**src/rtl/safe_pkg.sv**
```systemverilog
// Shared types for the safe keypad front end and the safe controller:
// data_in key codes, per-key debounce FSM states and the door-sensor bit index.
package safe_pkg;

   typedef enum logic [2:0] {
      KEY_0       = 3'd0,
      KEY_1       = 3'd1,
      KEY_2       = 3'd2,
      KEY_3       = 3'd3,
      KEY_OK      = 3'd4,
      KEY_CLEAR   = 3'd5,
      DOOR_SEALED = 3'd6
   } data_in_t;

   typedef enum logic [1:0] {IDLE, PRESS_DB, HELD, REL_DB} key_fsm_t;

   localparam int KEY_DOOR_IDX = 6;

endpackage

```
**src/rtl/safe_key_debounce.sv**
```systemverilog
// One contact: 2-flop synchroniser, press/release debounce FSM and, when
// SAFE_KEYPAD_REPEAT_EN is defined, the auto-repeat timer.
module safe_key_debounce
   import safe_pkg::*;
#(
   parameter int DEBOUNCE_CYCLES = 16,
   parameter int REPEAT_DELAY    = 500,
   parameter int REPEAT_PERIOD   = 100
`ifdef SAFE_KEYPAD_REPEAT_EN
   ,
   parameter bit REPEAT_OK       = 1'b1
`endif
) (
   input  logic clk_i,
   input  logic rst_i,
   input  logic raw_i,
   output logic req_o,
   output logic held_o
);

   localparam int CW = $clog2(DEBOUNCE_CYCLES + 1);
   localparam logic [CW-1:0] CNT_LAST = CW'(DEBOUNCE_CYCLES - 1);
   localparam logic [CW-1:0] CNT_MAX  = CW'(DEBOUNCE_CYCLES);

   if (DEBOUNCE_CYCLES < 1 || REPEAT_DELAY < 1 || REPEAT_PERIOD < 1) begin : g_bad_cfg
      $error("safe_key_debounce: timing parameters must be >= 1");
   end

   logic          sync1, sync2;
   key_fsm_t      state, state_nx;
   logic [CW-1:0] cnt, cnt_nx;
   logic          press_req;

   always_ff @(posedge clk_i) begin
      if (rst_i) begin
         sync1 <= 1'b0;
         sync2 <= 1'b0;
      end else begin
         sync1 <= raw_i;
         sync2 <= sync1;
      end
   end

   // Reset lands in REL_DB so a contact closed through reset must open first.
   always_ff @(posedge clk_i) begin
      if (rst_i) begin
         state <= REL_DB;
         cnt   <= '0;
      end else begin
         state <= state_nx;
         cnt   <= cnt_nx;
      end
   end

   always_comb begin
      state_nx  = state;
      cnt_nx    = cnt;
      press_req = 1'b0;
      unique case (state)
         IDLE: begin
            if (sync2) begin
               state_nx = PRESS_DB;
               cnt_nx   = '0;
            end
         end
         PRESS_DB: begin
            if (!sync2) begin
               state_nx = IDLE;
            end else if (cnt == CNT_LAST) begin
               state_nx  = HELD;
               cnt_nx    = CNT_MAX;
               press_req = 1'b1;
            end else begin
               cnt_nx = (cnt == CNT_MAX) ? cnt : cnt + CW'(1);
            end
         end
         HELD: begin
            if (!sync2) begin
               state_nx = REL_DB;
               cnt_nx   = '0;
            end
         end
         REL_DB: begin
            if (sync2) begin
               state_nx = HELD;
            end else if (cnt == CNT_LAST) begin
               state_nx = IDLE;
               cnt_nx   = CNT_MAX;
            end else begin
               cnt_nx = (cnt == CNT_MAX) ? cnt : cnt + CW'(1);
            end
         end
         default: state_nx = REL_DB;
      endcase
   end

   assign held_o = (state == HELD);

`ifdef SAFE_KEYPAD_REPEAT_EN
   localparam int RMAX = (REPEAT_DELAY > REPEAT_PERIOD) ? REPEAT_DELAY : REPEAT_PERIOD;
   localparam int RW   = $clog2(RMAX + 1);

   logic [RW-1:0] rcnt, rcnt_nx;
   logic          armed, armed_nx, first, first_nx, rep_req;

   always_ff @(posedge clk_i) begin
      if (rst_i) begin
         rcnt  <= '0;
         armed <= 1'b0;
         first <= 1'b0;
      end else begin
         rcnt  <= rcnt_nx;
         armed <= armed_nx;
         first <= first_nx;
      end
   end

   // Only a genuine press arms repeat; a contact stuck through reset never does.
   always_comb begin
      rcnt_nx  = rcnt;
      armed_nx = armed;
      first_nx = first;
      rep_req  = 1'b0;
      if (press_req) begin
         armed_nx = REPEAT_OK;
         first_nx = 1'b1;
         rcnt_nx  = RW'(1);
      end else if (state == HELD && sync2 && armed) begin
         if (rcnt == (first ? RW'(REPEAT_DELAY) : RW'(REPEAT_PERIOD))) begin
            rep_req  = 1'b1;
            first_nx = 1'b0;
            rcnt_nx  = RW'(1);
         end else if (rcnt != RW'(RMAX)) begin
            rcnt_nx = rcnt + RW'(1);
         end
      end
      if (state_nx == IDLE) armed_nx = 1'b0;
   end

   assign req_o = press_req | rep_req;
`else
   assign req_o = press_req;
`endif

endmodule

```
**src/rtl/safe_keypad_frontend.sv**
```systemverilog
// Keypad/door-sensor front end: per-contact debounce, single-press arbitration
// with ghost rejection, registered event pulses. Auto-repeat: SAFE_KEYPAD_REPEAT_EN.
module safe_keypad_frontend
   import safe_pkg::*;
#(
   parameter int NUM_KEYS        = 7,
   parameter int DEBOUNCE_CYCLES = 16,
   parameter int REPEAT_DELAY    = 500,
   parameter int REPEAT_PERIOD   = 100
) (
   input  logic                clk_i,
   input  logic                rst_i,
   input  logic [NUM_KEYS-1:0] raw_keys_i,
   output logic                key_0_o,
   output logic                key_1_o,
   output logic                key_2_o,
   output logic                key_3_o,
   output logic                key_ok_o,
   output logic                key_clear_o,
   output logic                door_sealed_o,
   output logic [2:0]          key_code_o,
   output logic                key_valid_o,
   output logic                multi_key_o
);

   if (NUM_KEYS != 7) begin : g_bad_cfg
      $error("safe_keypad_frontend: NUM_KEYS must match the data_in code set (7)");
   end

   logic [NUM_KEYS-1:0] req, held;

   for (genvar i = 0; i < NUM_KEYS; i++) begin : g_key
      safe_key_debounce #(
         .DEBOUNCE_CYCLES (DEBOUNCE_CYCLES),
         .REPEAT_DELAY    (REPEAT_DELAY),
         .REPEAT_PERIOD   (REPEAT_PERIOD)
`ifdef SAFE_KEYPAD_REPEAT_EN
         ,
         .REPEAT_OK       (i != KEY_DOOR_IDX)
`endif
      ) u_key (
         .clk_i  (clk_i),
         .rst_i  (rst_i),
         .raw_i  (raw_keys_i[i]),
         .req_o  (req[i]),
         .held_o (held[i])
      );
   end

   logic     fire, drop;
   data_in_t ev_code;

   // A lone request wins only if no other key is still held down.
   always_comb begin
      fire    = 1'b0;
      drop    = 1'b0;
      ev_code = KEY_0;
      for (int i = 0; i < NUM_KEYS; i++) begin
         if (req[i]) ev_code = data_in_t'(3'(i));
      end
      if (|req) begin
         if ($onehot(req) && !(|(held & ~req))) fire = 1'b1;
         else                                   drop = 1'b1;
      end
   end

   logic [NUM_KEYS-1:0] pulse_q;
   data_in_t            code_q;
   logic                valid_q, multi_q;

   always_ff @(posedge clk_i) begin
      if (rst_i) begin
         pulse_q <= '0;
         code_q  <= KEY_0;
         valid_q <= 1'b0;
         multi_q <= 1'b0;
      end else begin
         pulse_q <= fire ? req : '0;
         valid_q <= fire;
         multi_q <= drop;
         if (fire) code_q <= ev_code;
      end
   end

   assign key_0_o       = pulse_q[0];
   assign key_1_o       = pulse_q[1];
   assign key_2_o       = pulse_q[2];
   assign key_3_o       = pulse_q[3];
   assign key_ok_o      = pulse_q[4];
   assign key_clear_o   = pulse_q[5];
   assign door_sealed_o = pulse_q[KEY_DOOR_IDX];
   assign key_code_o    = code_q;
   assign key_valid_o   = valid_q;
   assign multi_key_o   = multi_q;

endmodule

```
**config.mk**
```make
export PLATFORM = sky130hd
export DESIGN_NAME = safe_keypad_frontend
export DESIGN_NICKNAME = d
export VERILOG_FILES = /design/src/rtl/safe_pkg.sv /design/src/rtl/safe_key_debounce.sv /design/src/rtl/safe_keypad_frontend.sv
export SDC_FILE = /design/constraint.sdc
export NUM_CORES = 1
export LEC_CHECK = 0
export CORE_AREA = 5 5 95 97
export DETAILED_ROUTE_END_ITERATION = 8
export DIE_AREA = 0 0 100 102
export PLACE_DENSITY = 0.74
export SYNTH_ARGS = -nofsm -noshare
export SYNTH_HDL_FRONTEND = slang
export SYNTH_SLANG_ARGS = --single-unit
```
**constraint.sdc**
```tcl
create_clock -name clk_i -period 9.1 [get_ports clk_i]
set_input_delay 2.275 -clock clk_i [delete_from_list [all_inputs] [get_ports clk_i]]
set_output_delay 2.275 -clock clk_i [all_outputs]
set_load 0.05 [all_outputs]
```
### Word level (Yosys, flattened, before mapping)

Cells that the tools add are included.

* register bits: 75
* latch bits: 0
* bits in writable memories: 0
* bits in read-only memories: 0
* input port bits: 9
* output and inout bits: 12
* memories: 0

* add/sub/neg operators: 13
* $mul: 0
* div/mod/pow operators: 0
* $lt $le $gt $ge: 0
* equal/unequal tests: 78
* shift operators: 0
* multiplexer cells: 128
* bitwise logic cells: 4
* reduce and logical (&&, ||, !) cells: 27

Operators by type and width (number)
* 2-to-1 mux 5 bit: 42
* case mux 5 bit (4 select lines): 7
* 2-to-1 mux 2 bit: 42
* case mux 2 bit (4 select lines): 7
* AND reduction 4 bit: 14
* adder 5 x 1 -> 5 bit (second input constant): 7
* == test 5 x 4 -> 1 bit (second input constant): 7
* == test 5 bit (second input constant): 7
* == test 2 bit (second input constant): 14
* != test 2 x 1 -> 1 bit (second input constant): 14
* != test 2 bit (second input constant): 14
* 2-to-1 mux 1 bit: 25
* != test 3 x 1 -> 1 bit (second input constant): 7
* != test 3 bit (second input constant): 7
* 2-to-1 mux 3 bit: 5
* == test 2 x 1 -> 1 bit (second input constant): 7
* logical NOT 2 bit: 7
* OR reduction 7 bit: 2
* bitwise AND 7 bit: 1
* NOT 7 bit: 1
* adder 1 x 1 -> 2 bit: 3
* OR reduction 2 bit: 2
* adder 2 x 1 -> 3 bit: 1
* adder 2 x 2 -> 3 bit: 1
* other kinds (5): 6

### Longest topological paths before layout

* depth after elaboration: 13
* mapped depth: 14
* gate-level depth less buffers: 14

### Hierarchy

Synthesis repeated with hierarchy kept, for this count alone.

* cells, all modules: 402
* area total of the unflattened synthesis: 3761.1 um^2

Modules (own cells, without submodules)
* safe_key_debounce: times used 7, cells each 49, area each 455.4 um^2
* safe_keypad_frontend: times used 1, cells each 59, area each 573.0 um^2

### Least setup slack after synthesis

OpenSTA, ideal clock, no wires.

* kind: register to register
* start: reg g_key[1].u_key.cnt[0]
* end: reg code_q[0] (netlist: key_code_o[0])
* setup time: 0.128 ns
* arrival time: 4.040 ns
* required time: 8.972 ns
* slack: 4.932 ns
* stages on the path, launching flop included: 15
* path buffers: 0
* cell sequence: dfxtp_1 ha_1 and3_1 ha_1 nand4b_1 fa_1 fa_1 fa_1 inv_1 fa_1 nor3_1 o221ai_1 or4_4 o211ai_1 o41ai_2

* longest elaborated chain between the ends: 11
* elaborated cells between the ends (all ways): 22
* classes of those cells: add/sub (3); eq/ne (2); mux (11); bitwise (2); reduce/logical (4)

RTL lines
* start, declared: RTL line safe_key_debounce.sv:31 `logic [CW-1:0] cnt, cnt_nx;`
* start signal, assigned: RTL line safe_key_debounce.sv:51 `cnt <= cnt_nx;`
* == test 5 x 4 -> 1 bit *: RTL line safe_key_debounce.sv:69 `end else if (cnt == CNT_LAST) begin`
* 2-to-1 mux 1 bit *: RTL line safe_key_debounce.sv:69
* 2-to-1 mux 1 bit *: RTL line safe_key_debounce.sv:67 `if (!sync2) begin`
* 2-to-1 mux 1 bit *: RTL line safe_key_debounce.sv:59 `unique case (state)`
* adder 1 x 1 -> 2 bit (not written as such) or NOT 7 bit (tied branches): RTL line safe_keypad_frontend.sv:62 `if ($onehot(req) && !(|(held & ~req))) fire = 1'b1;`
* adder 2 x 2 -> 3 bit (not written as such) or bitwise AND 7 bit (tied branches): RTL line safe_keypad_frontend.sv:62
* adder 3 bit (not written as such) or OR reduction 7 bit (tied branches): RTL line safe_keypad_frontend.sv:62
* == test 3 x 1 -> 1 bit or logical NOT 1 bit (tied branches): RTL line safe_keypad_frontend.sv:62
* logical AND 1 bit: RTL line safe_keypad_frontend.sv:62
* 2-to-1 mux 1 bit: RTL line safe_keypad_frontend.sv:62
* 2-to-1 mux 1 bit: RTL line safe_keypad_frontend.sv:61 `if (|req) begin`
* end signal, assigned: RTL line safe_keypad_frontend.sv:81 `if (fire) code_q <= ev_code;`
* end, declared: RTL line safe_keypad_frontend.sv:68 `data_in_t code_q;`

Every way passes the cells marked *; elsewhere a longest branch is shown, timed or not.
A chain may end at the register's enable or synchronous reset.

### Worst setup path in the final report

* start: reg g_key[1].u_key.cnt[0]
* end: reg pulse_q[0]

* longest elaborated chain between the ends: 13
* elaborated cells between the ends (all ways): 18
* classes of those cells: add/sub (3); eq/ne (2); mux (5); bitwise (3); reduce/logical (5)

RTL lines
* == test 5 x 4 -> 1 bit *: RTL line safe_key_debounce.sv:69
* 2-to-1 mux 1 bit *: RTL line safe_key_debounce.sv:69
* 2-to-1 mux 1 bit *: RTL line safe_key_debounce.sv:67
* 2-to-1 mux 1 bit *: RTL line safe_key_debounce.sv:59
* adder 1 x 1 -> 2 bit (not written as such) or NOT 7 bit (tied branches): RTL line safe_keypad_frontend.sv:62
* adder 2 x 2 -> 3 bit (not written as such) or bitwise AND 7 bit (tied branches): RTL line safe_keypad_frontend.sv:62
* adder 3 bit (not written as such) or OR reduction 7 bit (tied branches): RTL line safe_keypad_frontend.sv:62
* == test 3 x 1 -> 1 bit or logical NOT 1 bit (tied branches): RTL line safe_keypad_frontend.sv:62
* logical AND 1 bit: RTL line safe_keypad_frontend.sv:62
* 2-to-1 mux 1 bit: RTL line safe_keypad_frontend.sv:62
* 2-to-1 mux 1 bit *: RTL line safe_keypad_frontend.sv:61
* NOT 1 bit (no source line) *
* OR reduction 2 bit (no source line) *
* end signal, assigned: RTL line safe_keypad_frontend.sv:78 `pulse_q <= fire ? req : '0;`
* end, declared: RTL line safe_keypad_frontend.sv:67 `logic [NUM_KEYS-1:0] pulse_q;`

Marked as above.

==> reports/metrics.cfg <==
[run_status]
status=completed

[route]
routed_wl_mm=6.20
via_count=2637
drcViolationCount=0
vias_per_cell=4.96
drtIter0Drc=93
dr.pass1.iters=4
drt.antenna.violating_nets=0
wire_per_inst_um=11.7

[yosys]
synthCells=398
synth_seq_cells=75
syn_area_um2=3520
synth_flop_cell=dfxtp_1
yosysTopAreaCell=dfxtp_1
synth_cell_types=45
ys_seq_area_frac=0.427
netlist_top_cells_count=dfxtp_1 (75), nor2_1 (46), nand2_1 (41)
yosys.cell_count.top_type=dfxtp_1
async_flop_share=0
synthTopCellsByArea=dfxtp_1 (43%), ha_1 (7.8%), nor2_1 (4.9%), nand2_1 (4.4%), inv_1 (3.7%)
synth-edff-count=0
syn_nets=433
synth_top_area_share=0.427
syn_avg_cell_area_um2=8.84
yosysWarnings=0

[critical_path]
rr_startpoint=g_key[1].u_key.cnt[0]$_SDFFE_PP0P_
path_delay_family=adder cells
cp_data_arrival_time_ns=4.84
cp-startpoint=g_key[1].u_key.cnt[0]$_SDFFE_PP0P_
start_kind=register
cp-end-kind=register
path_buf_inv=1
cpPeakStageDelay_ns=0.60
crit_path_top_delay_cell=fa_1
cpMostUsedCell=fa_1
cp.required_ns=9.35
cp_max_fo=8
reg2reg_slack_ns=4.52
worstSetupPathType=register to register
path_cells=ha_1 -> and3_1 -> ha_1 -> nand4b_1 -> fa_1 -> fa_1 -> fa_1 -> inv_1 -> fa_1 -> nor3_1 -> o221ai_1 -> nor4_1 -> nand2_1 -> nor3_1

[sta]
hold_viol=0
max_freq_ghz=0.218
finalSetupTns_ns=0
worst_slack_ns=4.52
maxSlewHeadroom=0.540
tightest_slew_ns=0.689
setup_viol=0
slew_violations=0
rsz0062_at_grt=false
min_period_ns=4.58
period_share=0.504
fin_skew_ns=0.00961

[clock_network]
cts_max_level=3
hold_buffers=0
cts_tree=done
clock_path_buffers=2
post_cts_buffers=0
clock-sinks=75
worstSkewPairLatency_ns=0.35
numCtsBuffers=9
root_buffer=clkbuf_8
cts_resized=0
path_clk_slew_ns=0.08

[min_path]
hp-start=g_key[1].u_key.sync1$_SDFF_PP0_
hold_path.class=register to register

[placement]
detailed_place_hpwl_mm=4.59
dpl.cell_count=517
place_ws_ns=4.58
gp_congestion=0.820
io_buffers=20

[die]
die_area_um2=10200
die_y_um=102
core.rowCount=33
die_x_um=100
core_um2=8050
pin_count=21
initial_core_util=0.437

[finish]
syn_to_final_growth_pct=15.0
drive_above_1_share=0.0609
num-nets-final=458
antennaDiodeCount=0
stdcell_count=532

[grt]
grt-ovfl-total=0
grt_first_pass_wirelength_mm=10.8
antenna_found_initial=0
grt_max_degree=43
grt_pass1_vias=2451
grt_usage=0.131

[job]
maxCapViolCount=0

[power]
p_leak_nw=1.73
vdd_ir_drop_max_uv=75.1
power_uw=696
power_density_nw_per_um2=172

[worst paths after layout]
| check | endpoint | depth (start not counted) |
|---|---|---|
| max reg2reg | pulse_q[0]$_SDFF_PP0_ | 14 |
| max | pulse_q[0]$_SDFF_PP0_ | 14 |
| min reg2reg | g_key[1].u_key.sync2$_SDFF_PP0_ | 1 |
| min | g_key[1].u_key.sync2$_SDFF_PP0_ | 1 |
[registers in the layout, summed over array words and instances (netlist names), named ones only]
| name | count |
|---|---|
| g_key.u_key.cnt | 35 |
| g_key.u_key.state | 7 |
| g_key.u_key.sync1 | 7 |
| g_key.u_key.sync2 | 7 |
| pulse_q | 7 |
| key_code_o | 3 |
| key_valid_o | 1 |
| multi_key_o | 1 |
[final cells by class]
class                      instances  area (um^2)
fill                             757         4010
clock inverter                     5         77.6
clock buffer                      10          138
inverter                          37          139
tap                              105          131
multi-input combinational        279         1850
sequential                        75         1500
timing repair buffer              21          208
[through the flow]
stage / util / instance area, um^2 / hold WS [ns]
after global routing: 0.503 / 4050 / 0.456
final: 0.503 / 4050 / 0.434
after global placement: 0.476 / 3830 / 0.420
after detailed placement: 0.476 / 3830 / 0.423
after floorplan: - / 3520 / 0.414
after CTS: 0.503 / 4050 / 0.432
[cell families (layout without fill, tap and decap cells)]
group,count (synthesis),after routing,share of synthesized area
buffers and inverters,44,73,0.0473
adders and majority gates,26,26,0.101
xor gates and xnor gates,15,15,0.0373
and+or+nand+nor,174,174,0.256
DFF,75,75,0.427
muxes,3,3,0.00853
AOI/OAI and AO/OA,61,61,0.124
[power breakdown]
| part | internal [mW] | leakage, nW | switching (mW) |
|---|---|---|---|
| combinational | 0.0291 | 1.01 | 0.0341 |
| sequential | 0.343 | 0.613 | 0.0133 |
| clock | 0.159 | 0.108 | 0.117 |
| total | 0.532 | 1.73 | 0.165 |
[worst register-to-register path, cell delays in order, from the launching register on]
cell and delay (ns):
dfxtp_1 0.38, ha_1 0.19, and3_1 0.16, ha_1 0.23, nand4b_1 0.25, fa_1 0.60, fa_1 0.43, fa_1 0.37
inv_1 0.07, fa_1 0.41, nor3_1 0.20, o221ai_1 0.16, nor4_1 0.49, nand2_1 0.29, nor3_1 0.25
[layout by cell type (no fill, tap or decap), types with 3 or more instances in the layout]
cell type        netlist  final
a21oi_1               17     17
a22oi_1                3      3
a31oi_1                7      7
and2_1                 3      3
and3_1                12     12
clkbuf_8               0     10
clkdlybuf4s50_1        0     20
dfxtp_1               75     75
fa_1                   4      4
ha_1                  22     22
inv_1                 35     35
mux2i_1                3      3
nand2_1               41     41
nand2b_1               8      8
nand3_1               11     11
nand3b_1               5      5
nand4_1                3      3
nand4b_1               5      5
nor2_1                46     46
nor2b_1               21     21
nor3_1                 8      8
o211ai_1               4      4
o21ai_0               16     16
xnor2_1                4      4
xor2_1                11     11
[routing by layer]
layer  routed length, um  vias up  global-route usage
met4                 127        0              0.0715
li1                    -     1394                   -
met2                2710       47               0.203
met5                   0        -                   0
met1                3110     1187               0.172
met3                 252        9              0.0280
(Power assumes the default switching activity.)
